--- src/rtl/lwe_decryptor_if.sv ---
// Handshake bundle between ciphertext buffer, LWE decryptor and plaintext bit sink.
// noise_mag only exists when LWE_DEC_NOISE_MON_EN is defined.
interface lwe_decryptor_if #(
  parameter int unsigned DATA_WIDTH = 12,
  parameter int unsigned KEY_WIDTH  = 3
) ();
  logic                    ct_valid;
  logic                    ct_ready;
  logic [4*DATA_WIDTH-1:0] ct_u;
  logic [DATA_WIDTH-1:0]   ct_v;
  logic                    key_we;
  logic [1:0]              key_idx;
  logic [KEY_WIDTH-1:0]    key_data;
  logic                    m_valid;
  logic                    m_ready;
  logic                    m_bit;
  logic                    busy;
`ifdef LWE_DEC_NOISE_MON_EN
  logic [DATA_WIDTH-2:0]   noise_mag;

  modport master (
    output ct_valid, ct_u, ct_v, key_we, key_idx, key_data, m_ready,
    input  ct_ready, m_valid, m_bit, busy, noise_mag
  );
  modport slave (
    input  ct_valid, ct_u, ct_v, key_we, key_idx, key_data, m_ready,
    output ct_ready, m_valid, m_bit, busy, noise_mag
  );
`else
  modport master (
    output ct_valid, ct_u, ct_v, key_we, key_idx, key_data, m_ready,
    input  ct_ready, m_valid, m_bit, busy
  );
  modport slave (
    input  ct_valid, ct_u, ct_v, key_we, key_idx, key_data, m_ready,
    output ct_ready, m_valid, m_bit, busy
  );
`endif
endinterface

--- src/rtl/lwe_decryptor.sv ---
// LWE decrypt: d = v - <u,s> mod 2^DATA_WIDTH with one MAC per cycle, decoded to one bit.
// Define LWE_DEC_NOISE_MON_EN to add the registered noise_mag monitor output.
module lwe_decryptor #(
  parameter int unsigned DATA_WIDTH = 12,
  parameter int unsigned KEY_WIDTH  = 3
) (
  input logic           clk,
  input logic           rst,
  lwe_decryptor_if.slave bus
);
  localparam int unsigned DW = DATA_WIDTH;
  localparam int unsigned KW = KEY_WIDTH;

  typedef enum logic [1:0] {StIdle, StMac, StOut} state_e;

  state_e          state_q, state_d;
  logic [4*DW-1:0] u_q, u_d;
  logic [4*KW-1:0] s_q, s_d;
  logic [DW-1:0]   acc_q, acc_d;
  logic [1:0]      idx_q, idx_d;
  logic            m_valid_q, m_valid_d;
  logic            m_bit_q, m_bit_d;

  logic [DW-1:0]   u_sel, s_ext, prod, acc_next;
  logic [KW-1:0]   s_sel;
  logic            dec_bit;

  // Low DW bits of the product are the same for signed and unsigned views, so a plain
  // DW x DW multiply of zero-extended u and sign-extended s is exact mod Q.
  assign u_sel    = u_q[idx_q*DW +: DW];
  assign s_sel    = s_q[idx_q*KW +: KW];
  assign s_ext    = {{(DW-KW){s_sel[KW-1]}}, s_sel};
  assign prod     = u_sel * s_ext;
  assign acc_next = acc_q - prod;
  assign dec_bit  = acc_next[DW-1] ^ acc_next[DW-2];

`ifdef LWE_DEC_NOISE_MON_EN
  logic [DW-2:0] noise_q, noise_d;
  logic [DW-1:0] err;
  assign err = acc_next - {dec_bit, {(DW-1){1'b0}}};
  assign bus.noise_mag = noise_q;
`endif

  always_comb begin
    state_d   = state_q;
    u_d       = u_q;
    s_d       = s_q;
    acc_d     = acc_q;
    idx_d     = idx_q;
    m_valid_d = m_valid_q;
    m_bit_d   = m_bit_q;
`ifdef LWE_DEC_NOISE_MON_EN
    noise_d   = noise_q;
`endif
    // Key is only writable while idle so an in-flight ciphertext sees a fixed key.
    if (state_q == StIdle && bus.key_we) begin
      s_d[bus.key_idx*KW +: KW] = bus.key_data;
    end
    unique case (state_q)
      StIdle: begin
        if (bus.ct_valid) begin
          u_d     = bus.ct_u;
          acc_d   = bus.ct_v;
          idx_d   = 2'd0;
          state_d = StMac;
        end
      end
      StMac: begin
        acc_d = acc_next;
        idx_d = idx_q + 2'd1;
        if (idx_q == 2'd3) begin
          state_d   = StOut;
          m_valid_d = 1'b1;
          m_bit_d   = dec_bit;
`ifdef LWE_DEC_NOISE_MON_EN
          noise_d   = err[DW-1] ? (DW-1)'(-err) : err[DW-2:0];
`endif
        end
      end
      StOut: begin
        if (bus.m_ready) begin
          state_d   = StIdle;
          m_valid_d = 1'b0;
        end
      end
      default: state_d = StIdle;
    endcase
  end

  always_ff @(posedge clk or posedge rst) begin
    if (rst) begin
      state_q   <= StIdle;
      u_q       <= '0;
      s_q       <= '0;
      acc_q     <= '0;
      idx_q     <= '0;
      m_valid_q <= 1'b0;
      m_bit_q   <= 1'b0;
`ifdef LWE_DEC_NOISE_MON_EN
      noise_q   <= '0;
`endif
    end else begin
      state_q   <= state_d;
      u_q       <= u_d;
      s_q       <= s_d;
      acc_q     <= acc_d;
      idx_q     <= idx_d;
      m_valid_q <= m_valid_d;
      m_bit_q   <= m_bit_d;
`ifdef LWE_DEC_NOISE_MON_EN
      noise_q   <= noise_d;
`endif
    end
  end

  assign bus.ct_ready = (state_q == StIdle);
  assign bus.busy     = (state_q != StIdle);
  assign bus.m_valid  = m_valid_q;
  assign bus.m_bit    = m_bit_q;

endmodule

--- src/flat_wrapper.sv ---
// flat-port wrapper written by rule: the top's interface ports become plain ports
module lwe_decryptor_flat 
#(
  parameter int unsigned DATA_WIDTH = 12,
  parameter int unsigned KEY_WIDTH  = 3
)
  (clk, rst, bus_ct_valid, bus_ct_u, bus_ct_v, bus_key_we, bus_key_idx, bus_key_data, bus_m_ready, bus_ct_ready, bus_m_valid, bus_m_bit, bus_busy);
  lwe_decryptor_if #(.DATA_WIDTH(DATA_WIDTH), .KEY_WIDTH(KEY_WIDTH)) bus_i ();
  input logic clk;
  input logic rst;
  input wire logic [$bits(bus_i.ct_valid)-1:0] bus_ct_valid;
  input wire logic [$bits(bus_i.ct_u)-1:0] bus_ct_u;
  input wire logic [$bits(bus_i.ct_v)-1:0] bus_ct_v;
  input wire logic [$bits(bus_i.key_we)-1:0] bus_key_we;
  input wire logic [$bits(bus_i.key_idx)-1:0] bus_key_idx;
  input wire logic [$bits(bus_i.key_data)-1:0] bus_key_data;
  input wire logic [$bits(bus_i.m_ready)-1:0] bus_m_ready;
  output wire logic [$bits(bus_i.ct_ready)-1:0] bus_ct_ready;
  output wire logic [$bits(bus_i.m_valid)-1:0] bus_m_valid;
  output wire logic [$bits(bus_i.m_bit)-1:0] bus_m_bit;
  output wire logic [$bits(bus_i.busy)-1:0] bus_busy;
  assign bus_i.ct_valid = bus_ct_valid;
  assign bus_i.ct_u = bus_ct_u;
  assign bus_i.ct_v = bus_ct_v;
  assign bus_i.key_we = bus_key_we;
  assign bus_i.key_idx = bus_key_idx;
  assign bus_i.key_data = bus_key_data;
  assign bus_i.m_ready = bus_m_ready;
  assign bus_ct_ready = bus_i.ct_ready;
  assign bus_m_valid = bus_i.m_valid;
  assign bus_m_bit = bus_i.m_bit;
  assign bus_busy = bus_i.busy;
  lwe_decryptor #(.DATA_WIDTH(DATA_WIDTH), .KEY_WIDTH(KEY_WIDTH)) u_core (.clk(clk), .rst(rst), .bus(bus_i));
endmodule
--- config.mk ---
export PLATFORM = sky130hd
export DESIGN_NAME = lwe_decryptor_flat
export DESIGN_NICKNAME = d
export VERILOG_FILES = /design/src/rtl/lwe_decryptor_if.sv /design/src/rtl/lwe_decryptor.sv /design/src/flat_wrapper.sv
export SDC_FILE = /design/constraint.sdc
export NUM_CORES = 1
export LEC_CHECK = 0
export CORE_ASPECT_RATIO = 0.7
export CORE_MARGIN = 1.5
export CORE_UTILIZATION = 59
export DETAILED_ROUTE_END_ITERATION = 8
export PLACE_DENSITY = 0.87
export RECOVER_POWER = 100
export SYNTH_ARGS = -nofsm -noshare
export SYNTH_HDL_FRONTEND = slang
export SYNTH_SLANG_ARGS = --single-unit
--- constraint.sdc ---
create_clock -name clk -period 11.12 [get_ports clk]
set_input_delay 2.224 -clock clk [delete_from_list [all_inputs] [get_ports clk]]
set_output_delay 2.224 -clock clk [all_outputs]
set_load 0.01 [all_outputs]
==> results.ini <==
[status]
status = complete, but fails checks
violations = DRC, capacitance limit, slew limit

[clock_tree]
tritoncts_num_sinks = 78
clock_tree.htree_level_count = 3
cts_tree = done
cts_repair_resize_count = 0
postCtsSetupBuffers = 0
cts_hold_buffers_added = 0
clock_latency_ns = 0.34
root_buffer = sky130_fd_sc_hd__clkbuf_16
cts_buffers = 9
cts.path.max_buffers = 2
cts.reportedPaths.clkPinSlew_ns = 0.06

[placement]
dp_worst_setup_slack_ns = 5.44
portBuffers = 73
detailedPlacementHpwl_um = 7800
placed_area_mm2 = 0.00573
gpl.final_weighted_congestion = 0.891

[power_and_ir_drop]
cellInternalPower_mw = 1.20
sequentialPowerShare = 0.267
reported_leakage_power_nw = 2.66
power.combinational.fraction = 0.584
p_sw_mw = 0.801
clkPwrFrac = 0.149
power.switching_fraction = 0.401
power-per-cell-area_mw_per_mm2 = 332
peakVddDrop_v = 0.000165

[synth]
synth_edf_count = 0
synth.ff_latch_count = 78
ys_dominant_reg_cell = sky130_fd_sc_hd__dfrtp_1
syn_area_per_cell_um2 = 10.9
synth_seq_area_share = 0.397
synth.distinct_cells = 37
synth_top_cells_by_area = sky130_fd_sc_hd__dfrtp_1 40%, sky130_fd_sc_hd__mux2_2 11%, sky130_fd_sc_hd__fa_1 7.7%, sky130_fd_sc_hd__ha_1 7.4%, sky130_fd_sc_hd__mux4_2 6.4%
mappedNetlistNets = 568
mappedNetlistArea_mm2 = 0.00491
cell_count_after_synthesis = 450
yosysWarnings = 0
synth_common_cells = 78 x sky130_fd_sc_hd__dfrtp_1, 62 x sky130_fd_sc_hd__inv_1, 50 x sky130_fd_sc_hd__mux2_2, 44 x sky130_fd_sc_hd__nand2_1, 29 x sky130_fd_sc_hd__ha_1
netlist.area_leader.share = 0.397
netlist.top_cell.by_area = sky130_fd_sc_hd__dfrtp_1
async_reset_ff_frac = 1.00
synth_most_common_cell = sky130_fd_sc_hd__dfrtp_1

[floorplan]
top_level_ports = 74
die_area_mm2 = 0.00890
floorplan.initialDensity = 0.616
die-height_um = 79.4
core.rowCount = 27
floorplan.die.width_um = 112
placeableCoreArea_mm2 = 0.00797

[global_route]
grt.busiest_layer = met2
grt_use_met3 = 0.0595
grtUsageMet2 = 0.428
grt_start_max_net_pins = 79
first_pass_grt_wire_length_um = 17900
globalRouteTotalUtil = 0.265
grt_pass1_vias = 3582
number_of_antenna_violations_at_the_first_check_in_global_routing = 0
grt_use_met1 = 0.372
global_route.overflow_total = 0

[final_layout]
sequential_cell_area_mm2 = 0.00195
nFillCells = 512
layout.nets = 638
layout-area-overhead-vs-synth_pct = 22.5
antenna_cells_inserted = 0
design_area_mm2 = 0.00602
fin_util = 0.755
multi_input_comb_area_mm2 = 0.00267
final_layout_size_suffix_gt1_frac = 0.158

[timing]
fin_crit_ns = 6.24
grt_setup_unrepaired = false
report.final.slew_viol_count = 148
setup_total_negative_slack_ns = 0
tightestPinTransition_ns = 4.11
layout_setup_ws_ns = 4.88
worst_relative_slew_slack = -1.74
final.hold.worst_slack_ns = 0.478
setup_viol = 0
total_count_of_hold_check_failures_in_the_final_report = 0
maximum_achievable_frequency_mhz = 160
clock-skew-final_ns = 0.00650
finalCritPeriodShare = 0.561

[setup_path]
critPathLaunchType = input pin
ff2ff_setup_slack_ns = 5.45
critPathRequiredTime_ns = 10.61
slowest_delay_ns = 2.86
cp_max_fo = 78
critPathCaptureType = async pin
setup.worst_path.class = input pin to async pin
arrival_time_at_the_worst_endpoint_ns = 5.73
crit_path_top_delay_cell = sky130_fd_sc_hd__clkbuf_1
crit_path_cell_trace = dlygate4sd3_1 > clkinv_1 > clkbuf_1

[detailed_routing]
drt_iter0_drc = 260
drt-wirelength-per-cell_um = 17.0
drt-total-wl_um = 10600
drc_errors = 5
drt-vias-per-instance = 5.62
via_count = 3516
count_of_antenna_violating_nets_left_after_detailed_routing = 0
drt-pass1-iter-count = 7

[job]
timing.max_cap.violations = 2

[min_path]
worstHoldPathType = register to register

[layout by cell type (no fill, tap or decap), types with 2 or more instances in the layout]
cell / netlist / final
sky130_fd_sc_hd__a211oi_1: 5 / 5
sky130_fd_sc_hd__a21o_1: 3 / 3
sky130_fd_sc_hd__a21oi_1: 14 / 14
sky130_fd_sc_hd__a221o_1: 2 / 2
sky130_fd_sc_hd__a22oi_1: 5 / 5
sky130_fd_sc_hd__and2_1: 15 / 13
sky130_fd_sc_hd__clkbuf_1: 13 / 3
sky130_fd_sc_hd__clkbuf_16: 0 / 9
sky130_fd_sc_hd__clkdlybuf4s50_1: 0 / 65
sky130_fd_sc_hd__clkinv_2: 0 / 2
sky130_fd_sc_hd__dfrtp_1: 78 / 78
sky130_fd_sc_hd__dlygate4sd3_1: 0 / 8
sky130_fd_sc_hd__fa_1: 19 / 19
sky130_fd_sc_hd__ha_1: 29 / 29
sky130_fd_sc_hd__inv_1: 62 / 61
sky130_fd_sc_hd__mux2_1: 0 / 2
sky130_fd_sc_hd__mux2_2: 50 / 48
sky130_fd_sc_hd__mux2i_1: 2 / 2
sky130_fd_sc_hd__mux4_2: 14 / 14
sky130_fd_sc_hd__nand2_1: 44 / 44
sky130_fd_sc_hd__nand3_1: 8 / 8
sky130_fd_sc_hd__nor2_1: 25 / 25
sky130_fd_sc_hd__nor2b_1: 2 / 2
sky130_fd_sc_hd__nor3b_1: 2 / 2
sky130_fd_sc_hd__o211ai_1: 2 / 2
sky130_fd_sc_hd__o21a_1: 3 / 3
sky130_fd_sc_hd__o21ai_0: 21 / 21
sky130_fd_sc_hd__xnor2_1: 12 / 12
sky130_fd_sc_hd__xor2_1: 6 / 6
[worst max-delay path, delay by kind of cell]
family	cells	cell delay, ns
buffers and inverters	3	3.44
[flip-flops by register name, summed over array words and instances (netlist names)]
register / flops
u_core.u_q: 48
u_core.acc_q: 12
u_core.s_q: 12
u_core.idx_q: 2
u_core.state_q: 2
u_core.bus.m_bit: 1
u_core.bus.m_valid: 1
[logic make-up after synthesis]
group | after synthesis | share of synthesized area
AND/OR/NAND/NOR | 99 | 0.0909
XOR/XNOR | 19 | 0.0367
AO/OA/AOI/OAI | 62 | 0.0812
buffers and inverters | 78 | 0.0601
multiplexers | 66 | 0.183
adder cells (fa/ha/maj) | 48 | 0.151
flip-flops | 78 | 0.397
[cell type report]
| type | count | share of cell area |
|---|---|---|
| clock buffers | 11 | 0.0403 |
| clock inverters | 5 | 0.00956 |
| inverters | 62 | 0.0387 |
| multi-input cells | 294 | 0.443 |
| flip-flops and latches | 78 | 0.324 |
| well taps | 101 | 0.0210 |
| repair buffers | 75 | 0.123 |
[final timing paths]
path / start / end / cells past startpoint
min: u_core.s_q[0]$_DFFE_PP0P_ / u_core.s_q[0]$_DFFE_PP0P_ / 2
min reg2reg: u_core.s_q[0]$_DFFE_PP0P_ / u_core.s_q[0]$_DFFE_PP0P_ / 2
max: rst / u_core.acc_q[4]$_DFFE_PP0P_ / 3
max in group clk: bus_ct_valid / u_core.acc_q[11]$_DFFE_PP0P_ / 6
max reg2reg: u_core.idx_q[0]$_DFFE_PP0P_ / u_core.bus.m_bit$_DFFE_PP0P_ / 16
min in group asynchronous: rst / u_core.bus.m_valid$_DFFE_PP0P_ / 3
[layer usage]
layer | part of all wire | up-vias
li1 | - | 1641
met1 | 0.46 | 1740
met2 | 0.47 | 123
met3 | 0.057 | 12
met4 | 0.010 | 0
met5 | 0 | -
[stage by stage]
| stage | power (mW) | cells |
|---|---|---|
| after global placement | 1.61 | 610 |
| after floorplan | 1.42 | 450 |
| after detailed placement | 1.68 | 610 |
| after global routing | 2.16 | 626 |
| final | 2.00 | 626 |
| after CTS | 2.00 | 626 |
[power groups by stage]
| stage | sequential [mW] | combinational (mW) | clock, mW |
|---|---|---|---|
| detailed placement | 0.537 | 1.14 | 0 |
| finish | 0.533 | 1.17 | 0.298 |
| floorplan | 0.479 | 0.942 | 0 |
| global route | 0.552 | 1.29 | 0.314 |
| global placement | 0.524 | 1.09 | 0 |
| CTS | 0.535 | 1.16 | 0.301 |
(Power assumes the default switching activity.)
